<file path="src/rtl/serial_subtractor.sv">
// Bit-serial subtractor: Diff = A - B - Bin, one bit per clock, LSB first.
// Operands are captured on start; Diff/Bout update only at the RUN->DONE edge.
module serial_subtractor #(
    parameter int WIDTH = 4
) (
    input  logic             clk,
    input  logic             rst_n,
    input  logic             start,
    input  logic [WIDTH-1:0] A,
    input  logic [WIDTH-1:0] B,
    input  logic             Bin,
    output logic             busy,
    output logic             done,
    output logic [WIDTH-1:0] Diff,
    output logic             Bout
);

    localparam int CNT_W = $clog2(WIDTH + 1);

    typedef enum logic [1:0] {
        IDLE = 2'd0,
        RUN  = 2'd1,
        DONE = 2'd2
    } state_t;

    state_t             state_q,  state_d;
    logic [WIDTH-1:0]   a_sh_q,   a_sh_d;
    logic [WIDTH-1:0]   b_sh_q,   b_sh_d;
    logic [WIDTH-1:0]   res_sh_q, res_sh_d;
    logic               br_q,     br_d;
    logic [CNT_W-1:0]   cnt_q,    cnt_d;
    logic [WIDTH-1:0]   diff_q,   diff_d;
    logic               bout_q,   bout_d;

    logic               d_bit;
    logic               br_next;
    logic [WIDTH-1:0]   res_next;

    // One full-subtractor slice on the current LSBs of the shift registers.
    assign d_bit    = a_sh_q[0] ^ b_sh_q[0] ^ br_q;
    assign br_next  = (~a_sh_q[0] & b_sh_q[0]) | (~(a_sh_q[0] ^ b_sh_q[0]) & br_q);
    assign res_next = {d_bit, res_sh_q[WIDTH-1:1]};

    always_comb begin
        // NOTE: every variable gets a default first so no path through the case infers a latch.
        state_d  = state_q;
        a_sh_d   = a_sh_q;
        b_sh_d   = b_sh_q;
        res_sh_d = res_sh_q;
        br_d     = br_q;
        cnt_d    = cnt_q;
        diff_d   = diff_q;
        bout_d   = bout_q;

        case (state_q)
            IDLE: begin
                if (start) begin
                    a_sh_d   = A;
                    b_sh_d   = B;
                    br_d     = Bin;
                    res_sh_d = '0;
                    cnt_d    = '0;
                    state_d  = RUN;
                end
            end
            RUN: begin
                a_sh_d   = a_sh_q >> 1;
                b_sh_d   = b_sh_q >> 1;
                res_sh_d = res_next;
                br_d     = br_next;
                cnt_d    = cnt_q + 1'b1;
                // Last bit: publish the completed word so no partial result is ever visible.
                if (cnt_q == CNT_W'(WIDTH - 1)) begin
                    diff_d  = res_next;
                    bout_d  = br_next;
                    state_d = DONE;
                end
            end
            DONE: begin
                state_d = IDLE;
            end
            default: begin
                state_d = IDLE;
            end
        endcase
    end

    // NOTE: sequential state uses non-blocking assignments so all flops update from pre-edge values.
    always_ff @(posedge clk or negedge rst_n) begin
        if (!rst_n) begin
            state_q  <= IDLE;
            a_sh_q   <= '0;
            b_sh_q   <= '0;
            res_sh_q <= '0;
            br_q     <= 1'b0;
            cnt_q    <= '0;
            diff_q   <= '0;
            bout_q   <= 1'b0;
        end else begin
            state_q  <= state_d;
            a_sh_q   <= a_sh_d;
            b_sh_q   <= b_sh_d;
            res_sh_q <= res_sh_d;
            br_q     <= br_d;
            cnt_q    <= cnt_d;
            diff_q   <= diff_d;
            bout_q   <= bout_d;
        end
    end

    assign busy = (state_q == RUN);
    assign done = (state_q == DONE);
    assign Diff = diff_q;
    assign Bout = bout_q;

endmodule

</file>
<file path="config.mk">
export PLATFORM = sky130hd
export DESIGN_NAME = serial_subtractor
export DESIGN_NICKNAME = d
export VERILOG_FILES = /design/src/rtl/serial_subtractor.sv
export SDC_FILE = /design/constraint.sdc
export NUM_CORES = 1
export LEC_CHECK = 0
export CAP_MARGIN = 20
export CORE_MARGIN = 2
export CORE_UTILIZATION = 55
export CTS_CLUSTER_SIZE = 25
export DETAILED_ROUTE_END_ITERATION = 10
export DONT_BUFFER_PORTS = 1
export HOLD_SLACK_MARGIN = 0.15
export PLACE_DENSITY = 0.7
export SYNTH_ARGS = -nofsm -noshare
export SYNTH_HDL_FRONTEND = slang
export SYNTH_SLANG_ARGS = --single-unit
</file>
<file path="constraint.sdc">
create_clock -name clk -period 3.35 [get_ports clk]
set_clock_uncertainty 0.05 [all_clocks]
set_input_delay 0.335 -clock clk [delete_from_list [all_inputs] [get_ports clk]]
set_output_delay 0.335 -clock clk [all_outputs]
set_load 0.02 [all_outputs]
</file>
Yosys cells after proc, flatten, opt, wreduce, memory -nomap -nowiden

Cells that the tools add are included.

Add/sub/neg operators: 1
$mul: 0
Div/mod/pow operators: 0
Magnitude comparators: 0
Equality and inequality tests: 5
Shift operators: 0
Multiplexer cells: 13
Bitwise operators: 7
Reductions and logical operators: 5

Operator list:

| kind                                                 | number |
|---|---|
| case mux 4 bit (2 select lines)                      | 3 |
| 2-to-1 mux 4 bit                                     | 3 |
| case mux 3 bit (2 select lines)                      | 1 |
| AND reduction 2 bit                                  | 3 |
| 2-to-1 mux 2 bit                                     | 2 |
| case mux 2 bit (2 select lines)                      | 1 |
| adder 3 x 1 -> 3 bit (second input constant)         | 1 |
| equality test 3 x 2 -> 1 bit (second input constant) | 1 |
| 2-to-1 mux 3 bit                                     | 1 |
| AND 1 bit                                            | 2 |
| equality test 2 x 1 -> 1 bit (second input constant) | 1 |
| equality test 2 bit (second input constant)          | 1 |
| zero test 2 bit                                      | 1 |
| != test 2 x 1 -> 1 bit (second input constant)       | 1 |
| != test 2 bit (second input constant)                | 1 |
| NOT 1 bit                                            | 2 |
| case mux 1 bit (2 select lines)                      | 1 |
| nonzero test 2 bit                                   | 1 |
| XOR 1 bit                                            | 2 |
| 2-to-1 mux 1 bit                                     | 1 |
| OR 1 bit                                             | 1 |

Flip-flop bits (word level): 23
Latch bits: 0
Bits in writable memories: 0
Memory bits (read-only): 0
Input port bits: 12
Output and inout port bits: 7
Logic and storage cells: 39
Memories kept: 0

Depth between registers and ports, before layout

Depth after elaboration: 5
Mapped depth: 5
Mapped depth without buffers: 5

Worst setup path before layout

Ideal clock, no wire load.

Path type: register to register
From: register cnt_q[0]
To: register diff_q[0] (netlist: Diff[0])
Library setup time: 0.125 ns
Arrival: 1.202 ns
Required time: 3.175 ns
Path slack: 1.973 ns
Stages on the path, launching flop included: 5
Buffers on the path: 0
Clock period less this slack: 1.377 ns
Path through: dfrtp_1 ha_1 ha_1 nand3b_4 mux2_2

Cells in the longest elaborated chain, start to end: 2

RTL lines:

| what                          | line | text |
|---|---|---|
| start, declared               | 31   | `logic [CNT_W-1:0] cnt_q, cnt_d;` |
| start signal, assigned        | 105  | `cnt_q <= cnt_d;` |
| equality test 3 x 2 -> 1 bit  | 73   | `if (cnt_q == CNT_W'(WIDTH - 1)) begin` |
| AND reduction 2 bit (no line) | -    |  |
| end signal, assigned          | 106  | `diff_q <= diff_d;` |
| end, declared                 | 32   | `logic [WIDTH-1:0] diff_q, diff_d;` |

No other way between the ends.
A chain may end at the register's enable or synchronous reset.

Worst setup path in the final report

From: register state_q[0]
To: output busy

Cells in the longest elaborated chain, start to end: 1

RTL lines:

| what                         | line | text |
|---|---|---|
| start, declared              | 26   | `state_t state_q, state_d;` |
| start signal, assigned       | 100  | `state_q <= state_d;` |
| equality test 2 x 1 -> 1 bit | 111  | `assign busy = (state_q == RUN);` |
| end, declared                | 12   | `output logic busy,` |

No other way between the ends.

==> impl_metrics.toml <==
[clock_network]
worst_skew_pair.late_latency_ps = 310
cts_root_buffer = "sky130_fd_sc_hd__clkbuf_4"
clk_path_buf_depth = 2
cts_max_level = 1
cts.sink_count = 22
cts_buffers = 3
path_clk_slew_ps = 120
postCtsHoldBufs = 3
tritoncts = "yes"
post_cts.resized_instances = 0
cts_setup_buffers = 0

[floorplan]
row_count = 15
fp.dieArea_um2 = 2190
ioPinCount = 19
die_height_um = 46.8
placeableCoreArea_um2 = 1730
die_x_um = 46.8
floorplan.initialDensity_pct = 58.4

[placement]
port-buffer-count = 0
dp_cells = 106
hpwl_um = 1280
gp_congestion = 0.768

[synth]
seq_area_frac_synth_pct = 54.6
syn_avg_cell_area_um2 = 11.9
synth-async-reset-ratio_pct = 100
synth_top_area_share_pct = 54.6
synthDominantAreaCellType = "sky130_fd_sc_hd__dfrtp_1"
synth-adder-area-share_pct = 4.47
post_synth_and_or_nand_nor_area_fraction_pct = 9.55
synth_area_um2 = 1010
netlist_instances = 85
dominant_combinational_cell_family_by_area_after_synthesis = "compound AO/OA/AOI/OAI gates"
ys_top_cells_by_area = "sky130_fd_sc_hd__dfrtp_1 55%, sky130_fd_sc_hd__o22ai_1 6.2%, sky130_fd_sc_hd__mux2_2 4.5%"
synthFlopType = "sky130_fd_sc_hd__dfrtp_1"
nets_in_the_synthesized_netlist = 100
ys.warnings.count = 0
synth.ff_latch_count = 22
synth_enable_flop_cells = 0
synth.lib_cells_used.distinct = 24
synth.mux.area_fraction_pct = 4.47
synth_compound_area_share_pct = 20.6
synthesized_area_fraction_occupied_by_xor_and_xnor_cells_pct = 0

[timing]
report.final.hold_viol_count = 0
grt_setup_unrepaired = "false"
slew_viol_final = 0
period_minus_ws_final_ps = 1920
fin_setup_tns_ps = 0
setup_violations = 0
worst_pin_slew_ps = 958
final.period_utilization_pct = 57.5
max-slew-margin-rel_pct = 35.9
achievable-frequency_mhz = 520

[final_layout]
layout_common_cells = "22 x sky130_fd_sc_hd__dfrtp_1, 10 x sky130_fd_sc_hd__o22ai_1, 7 x sky130_fd_sc_hd__inv_1, 6 x sky130_fd_sc_hd__o21ai_0, 5 x sky130_fd_sc_hd__a21oi_1"
layout_commonest_cell = "sky130_fd_sc_hd__dfrtp_1"
insertedDiodeCount = 0
final-instance-count-excl-fill = 113
nets = 104
layout-drive-gt1-share_pct = 13.6
layout-area-overhead-vs-synth_pct = 7.57

[global_route]
overflow_left_after_global_routing = 0
pin_count_of_the_biggest_net_entering_global_routing = 23
global_route.usage.total_pct = 18.8
grt_pass1_vias = 630
grt_antenna_before_repair = 0
grt_pass1_wl_um = 2840

[route]
vias_after_detailed_routing = 664
wire_per_inst_um = 15.5
initialDrtViolationCount = 10
route.detailed.drc = 0
detail-route-antenna-nets = 0
vias_per_cell = 5.88
drt_first_pass_iters = 4
route.final.wire_length_um = 1750

[worst_setup_path]
path_delay_family = "flip-flops"
critical_path.cell_chain = "nand2b_1 > inv_1"
worst-path-buf-inv = 1
cp.arrival_ps = 1540
cp_max_stage_delay_ps = 620
worst-path-max-fanout = 13
crit_required_ps = 2960
timing.critical_path.slowest_stage_cell = "sky130_fd_sc_hd__dfrtp_1"
crit_path_end_kind = "output pin"
critical_path.startpoint_type = "flip-flop"
crit_type = "flip-flop to output pin"

[power]
power.density_nw_per_um2 = 1010
p_leak_nw = 0.501
peakVddDrop_mv = 0.485

[run_status]
status = "finished clean"

[min_path]
worstHoldPathType = "input port to flip-flop"

[flow_run]
max-cap-violations = 0
metrics by stage:
stage               power [mW]  setup slack (ps)  area [um^2]  hold slack, ps  utilization (%)
finish                    1.10              1430         1080             169             62.8
detailed placement       0.897              1780         1000           -9.98             58.0
global route              1.18              1290         1080             177             62.8
CTS                       1.11              1430         1080             158             62.8
global placement         0.885              1820         1000           -10.1             58.0
floorplan                0.837              1970         1010           -10.6                -
worst paths after layout:
check / startpoint / slack [ps] / to / depth (start not counted)
worst min-delay path: B[0] / 170 / b_sh_q[0] / 2
min in group asynchronous: rst_n / 550 / cnt_q[1] / 1
max in group asynchronous: rst_n / 2120 / b_sh_q[1] / 1
worst min register to register: res_sh_q[1] / 460 / res_sh_q[1] / 1
worst max-delay path: state_q[0] / 1430 / busy / 2
worst max register to register: state_q[1] / 1800 / res_sh_q[2] / 3
cells by family (layout without fill, tap and decap cells):
logic type | count (synthesis) | in the layout
AO/OA/AOI/OAI | 30 | 30
AND/OR/NAND/NOR | 15 | 15
flip-flops | 22 | 22
adder cells (fa/ha/maj) | 3 | 3
multiplexers | 4 | 4
buffers and inverters | 11 | 14
area by class of cell:
type / instances / area, um^2
Clock inverter: 1 / 30.0
Fill cell: 149 / 642
Clock buffer: 3 / 22.5
Tap cell: 25 / 31.3
Timing Repair Buffer: 3 / 30.0
Multi-Input combinational cell: 52 / 394
Sequential cell: 22 / 551
Inverter: 7 / 26.3
flip-flops by register name, indices dropped and copies added (netlist names):
| name | flops |
|---|---|
| Bout | 1 |
| Diff | 4 |
| a_sh_q | 4 |
| b_sh_q | 4 |
| br_q | 1 |
| cnt_q | 3 |
| res_sh_q | 3 |
| state_q | 2 |
metal layers:
metal,part of all wire [%],vias up,track usage (%)
met4,2.7,0,11.7
met2,43,12,25.2
li1,-,316,-
met3,3.6,5,5.00
met5,0,-,0
met1,51,331,27.0
power breakdown:
part	switching [mW]	internal, mW	total (mW)
registers	0.138	0.388	0.526
logic	0.190	0.180	0.369
clock network	0.0817	0.121	0.203
Yosys cell counts, drive strengths merged (2+ instances only):
| cell | n |
|---|---|
| dfrtp | 22 |
| o22ai | 10 |
| inv | 7 |
| o21ai | 6 |
| a21oi | 5 |
| a22o | 4 |
| buf | 4 |
| mux2 | 4 |
| nand2 | 4 |
| nor2 | 3 |
| ha | 2 |
| nand2b | 2 |
| or2b | 2 |
Note: power is estimated with default switching activity, not from simulation.
